[src/rtl/complete_queue.sv]
`default_nettype none
// ============================================================================
//  Module      : complete_queue
//  Description : Receiving end of the FU completion interface. Buffers at most
//                one completion per cycle in a circular FIFO and broadcasts
//                the oldest entry on the CDB each cycle. Back-pressures the
//                FU through fu_stall when full; flushed on branch squash.
//  Revision    : 1.0  initial release
// ============================================================================
module complete_queue #(
  parameter int DEPTH = 4,   // FIFO entries, power of two, >= 2
  parameter int PR_W  = 6,   // physical register index width
  parameter int ROB_W = 5,   // ROB index width
  parameter int XLEN  = 32   // data / PC width
) (
  input  logic                     clock,
  input  logic                     reset,
  input  logic                     squash,
  input  logic                     in_valid,
  input  logic [PR_W-1:0]          in_pr_idx,
  input  logic [ROB_W-1:0]         in_rob_idx,
  input  logic [XLEN-1:0]          in_value,
  input  logic                     in_take_branch,
  input  logic [XLEN-1:0]          in_target_pc,
  output logic                     fu_stall,
  input  logic                     cdb_hold,
  output logic                     cdb_valid,
  output logic [PR_W-1:0]          cdb_pr_idx,
  output logic [ROB_W-1:0]         cdb_rob_idx,
  output logic [XLEN-1:0]          cdb_value,
  output logic                     cdb_take_branch,
  output logic [XLEN-1:0]          cdb_target_pc,
  output logic [$clog2(DEPTH):0]   occupancy
);

  localparam int c_PTR_W   = $clog2(DEPTH);
  localparam int c_ENTRY_W = PR_W + ROB_W + XLEN + 1 + XLEN;
  localparam logic [c_PTR_W:0] c_FULL = (c_PTR_W + 1)'(DEPTH);

  // Field offsets inside a packed entry, LSB first:
  // target_pc | take_branch | value | rob_idx | pr_idx
  localparam int c_TB_LSB  = XLEN;
  localparam int c_VAL_LSB = XLEN + 1;
  localparam int c_ROB_LSB = XLEN + 1 + XLEN;
  localparam int c_PR_LSB  = XLEN + 1 + XLEN + ROB_W;

  logic [c_ENTRY_W-1:0] r_mem [DEPTH];
  logic [c_PTR_W-1:0]   r_head;
  logic [c_PTR_W-1:0]   r_tail;
  logic [c_PTR_W:0]     r_count;

  logic                 w_full;
  logic                 w_valid;
  logic                 w_push;
  logic                 w_pop;
  logic [c_ENTRY_W-1:0] w_in_entry;
  logic [c_ENTRY_W-1:0] w_head_entry;

  // Full/valid come only from the registered count so no input reaches an output.
  assign w_full  = (r_count == c_FULL);
  assign w_valid = (r_count != '0);

  // A full queue refuses a push even if the head pops in the same cycle;
  // squash kills both sides of the transfer.
  assign w_push = in_valid && !w_full && !squash;
  assign w_pop  = w_valid && !cdb_hold && !squash;

  assign w_in_entry = {in_pr_idx, in_rob_idx, in_value, in_take_branch, in_target_pc};
  assign w_head_entry = r_mem[r_head];

  // Pointer and count bookkeeping; squash empties the queue at the next edge.
  always_ff @(posedge clock or posedge reset) begin
    if (reset) begin
      r_head  <= '0;
      r_tail  <= '0;
      r_count <= '0;
    end else if (squash) begin
      r_head  <= '0;
      r_tail  <= '0;
      r_count <= '0;
    end else begin
      if (w_push) begin
        r_tail <= r_tail + 1'b1;
      end
      if (w_pop) begin
        r_head <= r_head + 1'b1;
      end
      case ({w_push, w_pop})
        2'b10:   r_count <= r_count + 1'b1;
        2'b01:   r_count <= r_count - 1'b1;
        default: r_count <= r_count;
      endcase
    end
  end

  // Entry storage; contents are only observed through a valid head, so no reset.
  always_ff @(posedge clock) begin
    if (w_push) begin
      r_mem[r_tail] <= w_in_entry;
    end
  end

  // Head entry broadcast, forced to zero whenever the queue is empty.
  always_comb begin
    cdb_valid       = w_valid;
    cdb_pr_idx      = '0;
    cdb_rob_idx     = '0;
    cdb_value       = '0;
    cdb_take_branch = 1'b0;
    cdb_target_pc   = '0;
    if (w_valid) begin
      cdb_pr_idx      = w_head_entry[c_PR_LSB  +: PR_W];
      cdb_rob_idx     = w_head_entry[c_ROB_LSB +: ROB_W];
      cdb_value       = w_head_entry[c_VAL_LSB +: XLEN];
      cdb_take_branch = w_head_entry[c_TB_LSB];
      cdb_target_pc   = w_head_entry[0 +: XLEN];
    end
  end

  assign fu_stall  = w_full;
  assign occupancy = r_count;

endmodule
`default_nettype wire
[config.mk]
export PLATFORM = sky130hd
export DESIGN_NAME = complete_queue
export DESIGN_NICKNAME = d
export VERILOG_FILES = /design/src/rtl/complete_queue.sv
export SDC_FILE = /design/constraint.sdc
export NUM_CORES = 1
export LEC_CHECK = 0
export CAP_MARGIN = 0
export CORE_AREA = 2 2 205 106
export DETAILED_ROUTE_END_ITERATION = 10
export DIE_AREA = 0 0 207 108
export PLACE_DENSITY = 0.84
export SLEW_MARGIN = 20
export SYNTH_ARGS = -nofsm -noshare
export SYNTH_HDL_FRONTEND = slang
export SYNTH_SLANG_ARGS = --single-unit
[constraint.sdc]
create_clock -name clock -period 5.76 [get_ports clock]
set_clock_uncertainty 0.1 [all_clocks]
set_input_delay 1.728 -clock clock [delete_from_list [all_inputs] [get_ports clock]]
set_output_delay 1.728 -clock clock [all_outputs]
set_load 0.05 [all_outputs]
# After elaboration in Yosys (flattened, before gate mapping)
# Memory sizes are Yosys's and may differ from the RTL's.
# Cells that the tools add are included.
[word_totals] ff_bits=7 ram_bits=304 in_bits=81 out_inout_bits=81 mem_count=1
[memory_table] memory="r_mem" depth=4 width=76 read_ports=1 rd_clocked_by_memory_dff=0 write_ports=1 line="47" rtl="logic [c_ENTRY_W-1:0] r_mem [DEPTH];"
[classes] add_sub_neg=4 eq_ne=3 muxes=13 n_reduce_logical=11
[ops] operator="32-bit two-way mux" n=2
[ops] operator="2-bit two-way mux" n=4
[ops] operator="6-bit two-way mux" n=1
[ops] operator="3-bit case mux with 2 select lines" n=1
[ops] operator="3-bit nonzero test" n=2
[ops] operator="5-bit two-way mux" n=1
[ops] operator="2-bit by 1-bit adder with 2-bit output (second input constant)" n=2
[ops] operator="1-bit logical AND" n=4
[ops] operator="2-bit nonzero test" n=2
[ops] operator="3-bit by 1-bit adder with 3-bit output (second input constant)" n=1
[ops] operator="3-bit equality test (second input constant)" n=1
[ops] operator="1-bit zero test" n=3
[ops] operator="1-bit two-way mux" n=3
[ops] operator="3-bit two-way mux" n=1
[ops] operator="3-bit by 1-bit subtractor with 3-bit output (second input constant)" n=1
[ops] operator="2-bit by 1-bit equality test with 1-bit output (second input constant)" n=1
[ops] operator="2-bit equality test (second input constant)" n=1

# Depth between registers and ports, before layout
[depth] word_depth=7 ltp_mapped=8 ltp_nobuf=8

# Least setup slack after synthesis
# Ideal clock, no wire load.
[synth_path] path_type="input -> register" start="in in_valid" end="mem r_mem[0][0] (netlist bit), enable pin" setup_time_ns=0.443 t_arrival_ns=4.077 required_time_ns=5.217 slack_ns=1.140 cell_stages=4 n_path_buf=1 cell_sequence="clkbuf_1 nand2_1 nor2_1 and2_1"
[synth_via] elab_chain_len=4
[synth_rtl] element="from (decl)" line="19" rtl="input logic in_valid,"
[synth_rtl] element="1-bit logical AND (2 in a row)" line="65" rtl="assign w_push = in_valid && !w_full && !squash;"
[synth_rtl] element="1-bit two-way mux" line="98" rtl="if (w_push) begin"
[synth_rtl] element="1-bit two-way mux (not written as such)" line="99" rtl="r_mem[r_tail] <= w_in_entry;"
[synth_rtl] element="to (decl)" line="47"
# No other way between the ends.

# Worst setup path in the final report
[layout_path] start="reg r_head[0]" end="out cdb_value[28]"
[layout_via] elab_chain_len=2
[layout_rtl] element="from (decl)" line="48" rtl="logic [c_PTR_W-1:0] r_head;"
[layout_rtl] element="from (signal assigned)" line="86" rtl="r_head <= r_head + 1'b1;"
[layout_rtl] element="memory read 4 x 76 bit"
[layout_rtl] element="32-bit two-way mux" line="111" rtl="if (w_valid) begin"
[layout_rtl] element="to (decl)" line="30" rtl="output logic [XLEN-1:0] cdb_value,"
# No other way between the ends.

==> impl_metrics.csv <==
group,metric,value,unit
floorplan,rows,37,
setup_path,worstPathMaxFanout,27,
yosys,synthArstFlopShare,2.25,%
floorplan,core,20400,um2
yosys,ys_ff_latch,311,
place,dp_worst_setup_slack,1.17,ns
place,placed_cell_area,14000,um2
sta,fin_crit_sh,88.0,%
route,drt_iter0_markers,299,
yosys,synth_top_cell_by_area,"edfxtp_1",
sta,worstMarginPinSlew,0.619,ns
yosys,yosys-top-cells-area,"edfxtp_1 76%, mux4_2 14%, and2_1 4.2%",
floorplan,fp.dieW,207,um
route,routed-via-count,5728,
sta,rsz0062_at_grt,"no",
global_route,grt_pass1_vias,6103,
yosys,synth_nets,636,
route,wl,22.5,mm
clock_network,numCtsBuffers,27,
yosys,synth_common_cells,"304 x edfxtp_1, 81 x and2_1, 76 x mux4_2",
yosys,yosysUniqueCellTypes,32,
route,via_per_inst,5.65,
final_layout,final_area,14800,um2
min_path,whs_endpoint,"r_tail[1]$_DFFE_PP0P_",
sta,final_max_slew_viol_count,0,
place,place_congestion,0.744,
sta,slew_headroom,58.7,%
clock_network,cts_max_level,1,
setup_path,crit_type,"flip-flop to output port",
yosys,yosys.area_share.adder,0.583,%
yosys,synth_ff_type,"edfxtp_1",
yosys,synth_compound_area_share,0.812,%
clock_network,post_cts_buffers,0,
final_layout,final-seq-area,9310,um2
setup_path,r2r_slack,3.13,ns
place,dp.cells,965,
place,dpl.hpwl,13.6,mm
route,drc,0,
yosys,yosysSeqAreaShare,77.4,%
job,maxCapViolations,0,
clock_network,clock_sinks,311,
place,io_buffers,161,
outcome,status,"completed",
setup_path,rr_startpoint,"occupancy[1]$_DFFE_PP0P_",
setup_path,r2r.worst_path.cells,5,
yosys,synth-edff-count,304,
final_layout,antenna_cells,0,
floorplan,dieArea,22400,um2
yosys,synth_area,12000,um2
yosys,muxShareOfSynthArea,14.2,%
floorplan,initial_core_util,59.0,%
sta,finalCriticalPeriod,5.07,ns
global_route,grt_use_total,20.2,%
setup_path,cp-end-kind,"output port",
route,wl_per_cell,22.2,um
setup_path,reg2reg_to,"r_mem[2][69]$_DFFE_PP_",
global_route,grt_start_max_net_pins,53,
final_layout,fillers,1236,
sta,finalSetupViolations,0,
clock_network,clk_pin_slew,0.07,ns
setup_path,cp_cell_sequence,"buf_4 > mux4_2 > and2_1 > clkdlybuf4s50_1",
setup_path,arrival,3.24,ns
final_layout,fin_cells,1014,
clock_network,cts_hold_buffers,0,
yosys,synth_top_family_by_area,"multiplexers",
setup_path,critPathRequiredTime,3.93,ns
min_path,hp-class,"flip-flop to flip-flop",
setup_path,cpMaxStageDelayCell,"dfrtp_4",
final_layout,drive_above_1_share,17.5,%
setup_path,start_kind,"flip-flop",
clock_network,cts_max_path_buffers,3,
sta,fin_tns_setup,0,ns
yosys,synth_top_area_share,75.9,%
global_route,grt_pass1_wl,34.2,mm
final_layout,fin_nets,807,
global_route,overflow,0,
clock_network,ctsResizeCount,0,
yosys,yosys_warnings,0,
yosys,synthXorXnorAreaFrac,0.146,%
route,antenna_left,0,
final_layout,multi_input_comb_area,2530,um2
clock_network,cts_tree,"done",
floorplan,die_h,108,um
clock_network,cts_root_buffer,"clkbuf_16",
min_path,hp-start,"r_tail[1]$_DFFE_PP0P_",
yosys,syn_avg_cell_area,21.9,um2
pwr,p_leak,4.70,nW
route,drt_pre_antenna_iters,4,
yosys,synth_simple_gate_area_share,5.23,%
sta,clock.fmax,0.197,GHz
pwr,peakVddDrop,0.179,mV
sta,hold_violations,0,
setup_path,slowest_delay,0.76,ns
sta,timing.final.ws_setup,0.689,ns
pwr,p_per_area,377,nW/um2
clock_network,clock_latency,0.52,ns
floorplan,ios,162,
final_layout,syn2layout_area_growth,23.3,%
global_route,grt_antenna_before_repair,0,
yosys,yosysMostFrequentCell,"edfxtp_1",
min_path,holdPathStages,2,
yosys,netlist_instances,550,
## area by class of cell
type / instances / area share, %
Clock buffer: 43 / 5.24
Multi-Input combinational cell: 203 / 17.1
Inverter: 7 / 0.177
Timing Repair Buffer: 171 / 11.8
Sequential cell: 311 / 62.8
Clock inverter: 6 / 0.532
Tap cell: 273 / 2.31
## through the flow
stage,power (mW),hold WS (ns),utilization [%]
2_1_floorplan,3.48,0.443,-
3_3_place_gp,3.88,0.457,68.6
3_5_place_dp,3.90,0.475,68.6
4_1_cts,5.64,0.484,72.7
5_1_grt,5.77,0.514,72.7
6_report,5.59,0.481,72.7
## worst max-delay path: cells and delay by family (launching register included)
family	cells	cell delay, ns
flip-flops	1	0.76
buffers and inverters	2	1.20
AND/OR/NAND/NOR	1	0.18
multiplexers	1	0.57
## layout by cell type (no fill, tap or decap), types with 5 or more instances in the layout
cell | netlist | final
clkbuf_1 | 15 | 12
nand2_1 | 5 | 5
buf_12 | 2 | 5
dfrtp_1 | 7 | 5
and2_1 | 81 | 77
edfxtp_1 | 304 | 304
a21oi_1 | 6 | 6
inv_1 | 7 | 6
clkdlybuf4s50_1 | 0 | 161
nor2_1 | 7 | 7
mux4_2 | 76 | 76
clkbuf_16 | 0 | 27
buf_4 | 1 | 5
## registers in the layout, summed over array words and instances, names as in the netlist
| register | count |
|---|---|
| r_mem | 304 |
| r_tail | 2 |
| r_head | 2 |
| occupancy | 3 |
## worst max path at each step
stage	end	startpoint	slack, ns	cells after the start
5_1_grt	cdb_value[25]	r_head[0]$_DFFE_PP0P_	0.48	4
6_report	cdb_value[28]	r_head[0]$_DFFE_PP0P_	0.69	4
3_3_place_gp	cdb_value[3]	r_head[0]$_DFFE_PP0P_	1.21	4
2_1_floorplan	r_mem[0][0]$_DFFE_PP_	in_valid	1.14	4
4_1_cts	cdb_value[28]	r_head[0]$_DFFE_PP0P_	0.60	4
3_5_place_dp	cdb_target_pc[29]	r_head[0]$_DFFE_PP0P_	1.17	4
## power by group
group	switching (mW)	internal (mW)	total [mW]
clock network	0.740	1.01	1.75
logic	0.751	0.472	1.22
registers	0.0464	2.57	2.62
## cells by family (layout without fill, tap and decap cells)
group | count (synthesis) | count (layout)
muxes | 76 | 76
AOI/OAI and AO/OA | 16 | 16
and+or+nand+nor | 104 | 104
xor gates and xnor gates | 2 | 2
buffers and inverters | 36 | 227
DFF | 311 | 311
adders and majority gates | 5 | 5
## metal layers
layer | wire, um | up-vias | global-route usage [%]
li1 | - | 2567 | -
met1 | 9550 | 2987 | 27.6
met2 | 11800 | 146 | 35.0
met3 | 847 | 28 | 3.31
met4 | 384 | 0 | 4.74
met5 | 0 | - | 0
No activity file was read; power rests on OpenSTA's default activity.
